[config.mk]
export PLATFORM = sky130hd
export DESIGN_NAME = pipe_credit_buffer
export DESIGN_NICKNAME = d
export VERILOG_FILES = /design/src/rtl/pipe_credit_buffer.sv
export SDC_FILE = /design/constraint.sdc
export NUM_CORES = 1
export LEC_CHECK = 0
export ABC_AREA = 1
export BUFFER_PORTS_ARGS = -buffer_cell sky130_fd_sc_hd__buf_2
export CORE_MARGIN = 5
export CORE_UTILIZATION = 45
export DETAILED_ROUTE_END_ITERATION = 12
export PLACE_DENSITY = 0.61
export SLEW_MARGIN = 30
export SYNTH_ARGS = -nofsm -noshare
export SYNTH_HDL_FRONTEND = slang
export SYNTH_SLANG_ARGS = --single-unit
export TNS_END_PERCENT = 5
[constraint.sdc]
create_clock -name clk -period 5.6 [get_ports clk]
set_input_delay 0.28 -clock clk [delete_from_list [all_inputs] [get_ports clk]]
set_output_delay 0.28 -clock clk [all_outputs]
set_load 0.02 [all_outputs]
[src/rtl/pipe_credit_buffer.sv]
// -----------------------------------------------------------------------------
// pipe_credit_buffer
//
// Credit-managed output buffer at the tail of a fixed-latency pipeline.
// A launch into the pipeline is granted only while a buffer slot can be
// reserved for its result. The reservation covers both the samples already in
// the buffer and the samples still travelling down the pipeline. Because of
// this, a well-behaved pipeline can never overflow the buffer.
//
// Ports
//   clk           : single clock, rising edge
//   rst           : synchronous, active-high reset
//   issueReq      : upstream asks to launch one sample
//   issueGrant    : launch permitted this cycle (combinational)
//   pipeValid     : pipeline tail valid
//   pipeData      : pipeline tail data, qualified by pipeValid
//   outValid      : buffer head holds a sample (registered state only)
//   outData       : buffer head sample (registered state only)
//   outReady      : consumer takes the head this cycle
//   credits       : free credits, DEPTH - reserved
//   protocolError : sticky flag, set by an unexpected or overflowing pipeValid
// -----------------------------------------------------------------------------
module pipe_credit_buffer #(
  parameter int unsigned WIDTH = 16,
  parameter int unsigned DEPTH = 8
) (
  input  logic                       clk,
  input  logic                       rst,
  input  logic                       issueReq,
  output logic                       issueGrant,
  input  logic                       pipeValid,
  input  logic [WIDTH-1:0]           pipeData,
  output logic                       outValid,
  output logic [WIDTH-1:0]           outData,
  input  logic                       outReady,
  output logic [$clog2(DEPTH+1)-1:0] credits,
  output logic                       protocolError
);

  localparam int unsigned CntW = $clog2(DEPTH + 1);
  localparam int unsigned PtrW = $clog2(DEPTH);

  localparam logic [CntW-1:0] DepthCnt = CntW'(DEPTH);
  localparam logic [CntW-1:0] OneCnt   = CntW'(1);
  localparam logic [PtrW-1:0] LastPtr  = PtrW'(DEPTH - 1);
  localparam logic [PtrW-1:0] OnePtr   = PtrW'(1);

  // Counter and pointer state
  logic [CntW-1:0] reserved_q, reserved_d;
  logic [CntW-1:0] in_flight_q, in_flight_d;
  logic [CntW-1:0] occupancy_q, occupancy_d;
  logic [PtrW-1:0] wr_ptr_q, wr_ptr_d;
  logic [PtrW-1:0] rd_ptr_q, rd_ptr_d;
  logic            error_q, error_d;

  // Storage is deliberately not reset. The occupancy count alone decides
  // what is valid.
  logic [WIDTH-1:0] mem [DEPTH];

  // Per-cycle events
  logic grant;
  logic push;
  logic pop;
  logic violation;

  always_comb begin
    // A pop in this cycle frees a credit only from the next cycle on. This
    // keeps issueGrant from depending on outReady.
    grant = issueReq && (reserved_q < DepthCnt);

    pop = (occupancy_q != '0) && outReady;

    // A sample is accepted only if it has a room in the buffer and an owner.
    // The owner is either an earlier grant still in flight or a grant in
    // this same cycle, which covers a zero-latency pipeline.
    push = pipeValid && (occupancy_q < DepthCnt) && ((in_flight_q != '0) || grant);

    violation = pipeValid && !push;
  end

  always_comb begin
    reserved_d = reserved_q;
    if (grant && !pop) begin
      reserved_d = reserved_q + OneCnt;
    end else if (pop && !grant) begin
      reserved_d = reserved_q - OneCnt;
    end

    in_flight_d = in_flight_q;
    if (grant && !push) begin
      in_flight_d = in_flight_q + OneCnt;
    end else if (push && !grant) begin
      in_flight_d = in_flight_q - OneCnt;
    end

    // With occupancy 0 no pop is possible, so push+pop only ever happens
    // with occupancy in 1..DEPTH-1 and leaves the count unchanged.
    occupancy_d = occupancy_q;
    if (push && !pop) begin
      occupancy_d = occupancy_q + OneCnt;
    end else if (pop && !push) begin
      occupancy_d = occupancy_q - OneCnt;
    end

    // The explicit wrap lets DEPTH be any value in range.
    wr_ptr_d = wr_ptr_q;
    if (push) begin
      wr_ptr_d = (wr_ptr_q == LastPtr) ? '0 : wr_ptr_q + OnePtr;
    end

    rd_ptr_d = rd_ptr_q;
    if (pop) begin
      rd_ptr_d = (rd_ptr_q == LastPtr) ? '0 : rd_ptr_q + OnePtr;
    end

    error_d = error_q || violation;
  end

  always_ff @(posedge clk) begin
    if (rst) begin
      reserved_q  <= '0;
      in_flight_q <= '0;
      occupancy_q <= '0;
      wr_ptr_q    <= '0;
      rd_ptr_q    <= '0;
      error_q     <= 1'b0;
    end else begin
      reserved_q  <= reserved_d;
      in_flight_q <= in_flight_d;
      occupancy_q <= occupancy_d;
      wr_ptr_q    <= wr_ptr_d;
      rd_ptr_q    <= rd_ptr_d;
      error_q     <= error_d;
    end
  end

  always_ff @(posedge clk) begin
    if (push) begin
      mem[wr_ptr_q] <= pipeData;
    end
  end

  always_comb begin
    issueGrant    = grant;
    outValid      = (occupancy_q != '0);
    outData       = mem[rd_ptr_q];
    credits       = DepthCnt - reserved_q;
    protocolError = error_q;
  end

endmodule

* Word-level counts from Yosys, hierarchy flattened
Memories as Yosys holds them, arrays and structs flattened. A register that Yosys moved wholly into a read port is not among the register bits. Index checks and enable logic that the tools add are counted. W data, S select, Z words.
Storage, ports and cells: memories 1, bits in registers 19, RAM bits 128, logic and storage cells 53, bits in latches 0, bits of input ports 21, memory bits (read-only) 0, output and inout port bits 23
Memories:
- mem | depth 8, width 16, rd ports 1, clocked after Yosys merged registers in 1, wr ports 1, line 58 | logic [WIDTH-1:0] mem [DEPTH];
Cells by class: shift-type cells 0, mux-type cells 12, order comparisons 2, eq/ne operators 2, multipliers 0, reduce and logical (&&, ||, !) cells 21, $add $sub $neg 9, bitwise logic cells 0, div/mod/pow operators 0
Operators with widths (number):
- $mux W4 | 6
- $add A4 B1 Y4 const B | 3
- $mux W3 | 4
- $sub A4 B1 Y4 const B | 3
- $logic_and A1 B1 Y1 | 11
- $lt A4 B4 Y1 const B | 2
- $reduce_bool A4 Y1 | 2
- $add A3 B1 Y3 const B | 2
- $eq A3 B3 Y1 const B | 2
- $reduce_bool A2 Y1 | 3
- $sub A4 B4 Y4 const A | 1
- $logic_not A1 Y1 | 3
- $logic_or A1 B1 Y1 | 2
- $mux W1 | 2

* Depth between registers and ports, before layout
depth after elaboration 8, mapped depth 15, depth with buffers taken out 15

* Worst setup path before layout
OpenSTA, ideal clock, no wires.
kind register -> register, from register occupancy_q[0], to register occupancy_q[3], data required time 5529 ps, data arrival time 1934 ps, buffers on the path 0, setup time 71 ps, cell stages (with the launch flop) 13, slack 3595 ps, period minus slack after synthesis 2005 ps, cell sequence dfxtp_1 > nor2_1 > nand3_2 > nand2_1 > ha_1 > inv_1 > ha_1 > or2_2 > nand2_1 > nand2_1 > nand2_1 > nand2_1 > a21oi_1
Between the ends: elaborated cells on any way between the ends 14, those cells by class 2 x add/sub; 1 x order compare; 2 x mux; 9 x reduce/logical
RTL lines:
- start, declared | line 51 | logic [CntW-1:0] occupancy_q, occupancy_d;
- start signal, assigned | line 130 | occupancy_q <= occupancy_d;
- $reduce_bool A4 Y1 (*)
- net outValid | line 33 | output logic outValid,
- $logic_and A1 B1 Y1 (*) | line 71 | pop = (occupancy_q != '0) && outReady;
- $logic_not A1 Y1 | line 99 | if (push && !pop) begin
- $logic_and A1 B1 Y1 | line 99
- $mux W4 or $reduce_bool A2 Y1 (tied branches)
Mark *: on every way through the listed nets, which the timed path passes. The rest lies on a longest branch. The select of a mux whose other input is x is not followed. A chain may end at the register's enable or synchronous reset.

==> impl_metrics.yaml <==
grt:
  grt_usage_pct: 16.4
  grt_pass1_wl_microns: 20500
  grt_max_degree: 66
  antenna_found_initial: 1
  grt.overflow.total: 0
  grt_pass1_vias: 4031
place:
  hpwl_microns: 7650
  dp_slack_ns: 3.39
  place_inst: 748
  routabilityCongestion: 0.807
  place_area_sq_mm: 0.00663
  io_buffer_count: 43
logic_synthesis:
  yosys.cell_types.count: 31
  ys_warn_count: 0
  ys_seq_area_share_pct: 67.7
  syn_area_sq_mm: 0.00633
  avgSynthCellArea_sq_um: 11.7
  synth-seq-cells: 150
  synth_cells: 543
  synthesis.nets: 581
setup_path:
  path_class: "reg -> out"
  start_kind: "register"
  critPathCaptureType: "output port"
  r2r-start: "in_flight_q[0]$_SDFFE_PP0P_"
  rrSetupSlack_ns: 3.46
  arrival_ns: 2.30
  critPathRequiredTime_ns: 5.32
  ff2ff_path_depth: 13
  worstPathMaxFanout: 17
  reg2reg_to: "occupancy_q[3]$_SDFFE_PP0P_"
clock_network:
  clock-root-buffer: "clkbuf_16"
  cts.sinks: 150
  cts.path.max_buffers: 2
  holdBufCountCts: 0
  cts_tree: "done"
  cts_max_level: 4
  cts_setup_buffers: 0
  numCtsBuffers: 17
  clock_latency_ns: 0.42
  post_cts_resized: 0
  clk_pin_slew_ns: 0.06
sta:
  tns_ns: 0
  post-route-period-util_pct: 46.1
  max_freq_mhz: 388
  rsz0062_at_grt: "no"
  period_needed_ns: 2.58
  hold_viol: 0
  slew_headroom_pct: 39.7
  fin_skew_ns: 0.00764
  worstMarginPinSlew_ns: 0.903
  worst_slack_ns: 3.02
  drv_slew: 0
  setup_viol: 0
layout:
  n_antenna_cell: 0
  stdcell_area_sq_mm: 0.00717
  layout-drive-gt1-share_pct: 15.5
  fin_nets: 625
  fin_util_pct: 51.9
  fill_cells: 1182
  final_cells: 780
  syn_to_final_growth_pct: 13.3
drt:
  drt_first_pass_iters: 4
  detail_route.vias_per_cell: 5.19
  wl_per_cell_microns: 16.6
  drc: 0
  wl_microns: 13000
  dr.first_iter.drc_count: 342
  num_vias: 4046
  antenna_left: 0
power_and_ir_drop:
  p_per_area_mw_per_mm2: 492
  vdd.ir_drop.worst_mv: 0.232
  leakage_uw: 0.00269
die:
  initial_utilization_pct: 45.8
  die_area_sq_mm: 0.0165
  row_count: 43
  fp.dieH_microns: 129
  io_pins: 44
  coreArea_sq_mm: 0.0138
  die-width_microns: 129
min_path:
  hold_class: "in -> reg"
  whs_endpoint: "protocolError$_SDFF_PP0_"
  hold_depth: 3
  worstHoldStart: "pipeValid"
outcome:
  status: "finished, final reports clean"
run:
  cap_violations: 0
## where the power goes
part	switching (uW)	internal, uW
Sequential	70.2	1360
Combinational	722	364
Clock	415	597
Total	1210	2320
## placed cells by master, fill, tap and decap left out, types with 8 or more instances in the layout
cell type / n
edfxtp_1: 128
nand2_1: 91
nor2_1: 84
o21ai_1: 46
buf_2: 43
o22ai_1: 32
inv_1: 25
o21ai_0: 25
dfxtp_1: 21
clkbuf_16: 17
ha_1: 14
a21oi_1: 13
nand3_1: 8
## synth_stat cells (all sizes together)
| cell | instances | area [sq um] |
|---|---|---|
| fa | 3 | 60.1 |
| ha | 14 | 175 |
| clkinv | 1 | 3.75 |
| buf | 22 | 175 |
| nand4 | 1 | 21.3 |
| nand3b | 2 | 15.0 |
| a21oi | 13 | 65.1 |
| xor2 | 6 | 52.6 |
| nand2 | 93 | 359 |
| xnor2 | 1 | 8.76 |
| inv | 29 | 116 |
| nand3 | 9 | 50.1 |
| edfxtp | 128 | 3840 |
| or2 | 4 | 27.5 |
| o21ai | 71 | 355 |
| clkbuf | 2 | 7.51 |
| nor2 | 90 | 353 |
| o22ai | 32 | 200 |
| dfxtp | 22 | 440 |
## critical path, stage by stage (launching register included)
cell	delay [ns]
dfxtp_1	0.83
inv_1	0.58
nand2_1	0.21
nand2_1	0.09
buf_2	0.17
## metrics by stage
step / hold slack (ns) / total power, uW
after floorplan: 0.379 / 2290
after global placement: 0.437 / 2510
after detailed placement: 0.448 / 2550
after CTS: 0.0998 / 3560
after global routing: 0.128 / 3760
final: 0.116 / 3530
## cell type report
cell class	instances	area, sq um	area share [%]
clock inverter	13	90.1	1.26
timing repair buffer	49	260	3.63
sequential	150	4290	59.8
multi-input combinational	339	1760	24.5
clock buffer	19	433	6.04
inverter	30	120	1.67
tap	180	225	3.14
## layer usage
metal	up-vias	global-route usage [%]	part of all wire (%)	wire length [microns]
met1	1940	20.5	42	5500
met4	2	6.86	1.7	220
li1	1991	-	-	-
met5	-	0	0.093	12
met3	22	4.44	6.5	843
met2	91	26.9	49	6380
## worst max path at each step
stage / from / end / slack (ns) / cells after the start
floorplan: occupancy_q[0]$_SDFFE_PP0P_ / occupancy_q[3]$_SDFFE_PP0P_ / 3.60 / 12
global placement: register / outData[4] / 3.46 / 4
detailed placement: in_flight_q[0]$_SDFFE_PP0P_ / mem[4][14]$_DFFE_PP_ / 3.39 / 5
CTS: register / outData[4] / 2.96 / 4
global route: register / outData[4] / 2.86 / 4
finish: register / outData[4] / 3.02 / 4
## logic make-up after synthesis
| group | Yosys count | synth area share, % |
|---|---|---|
| AOI/OAI and AO/OA | 116 | 9.80 |
| adders and majority gates | 17 | 3.72 |
| DFF | 150 | 67.7 |
| xor gates and xnor gates | 7 | 0.969 |
| buffers and inverters | 54 | 4.78 |
| and+or+nand+nor | 199 | 13.0 |
## registers in the layout (all words and copies together), names as in the netlist, named ones only
| name | count |
|---|---|
| rd_ptr_q | 3 |
| reserved_q | 4 |
| wr_ptr_q | 3 |
| in_flight_q | 4 |
| protocolError | 1 |
| mem | 128 |
| occupancy_q | 4 |
Power figures use the tool's default switching activity.
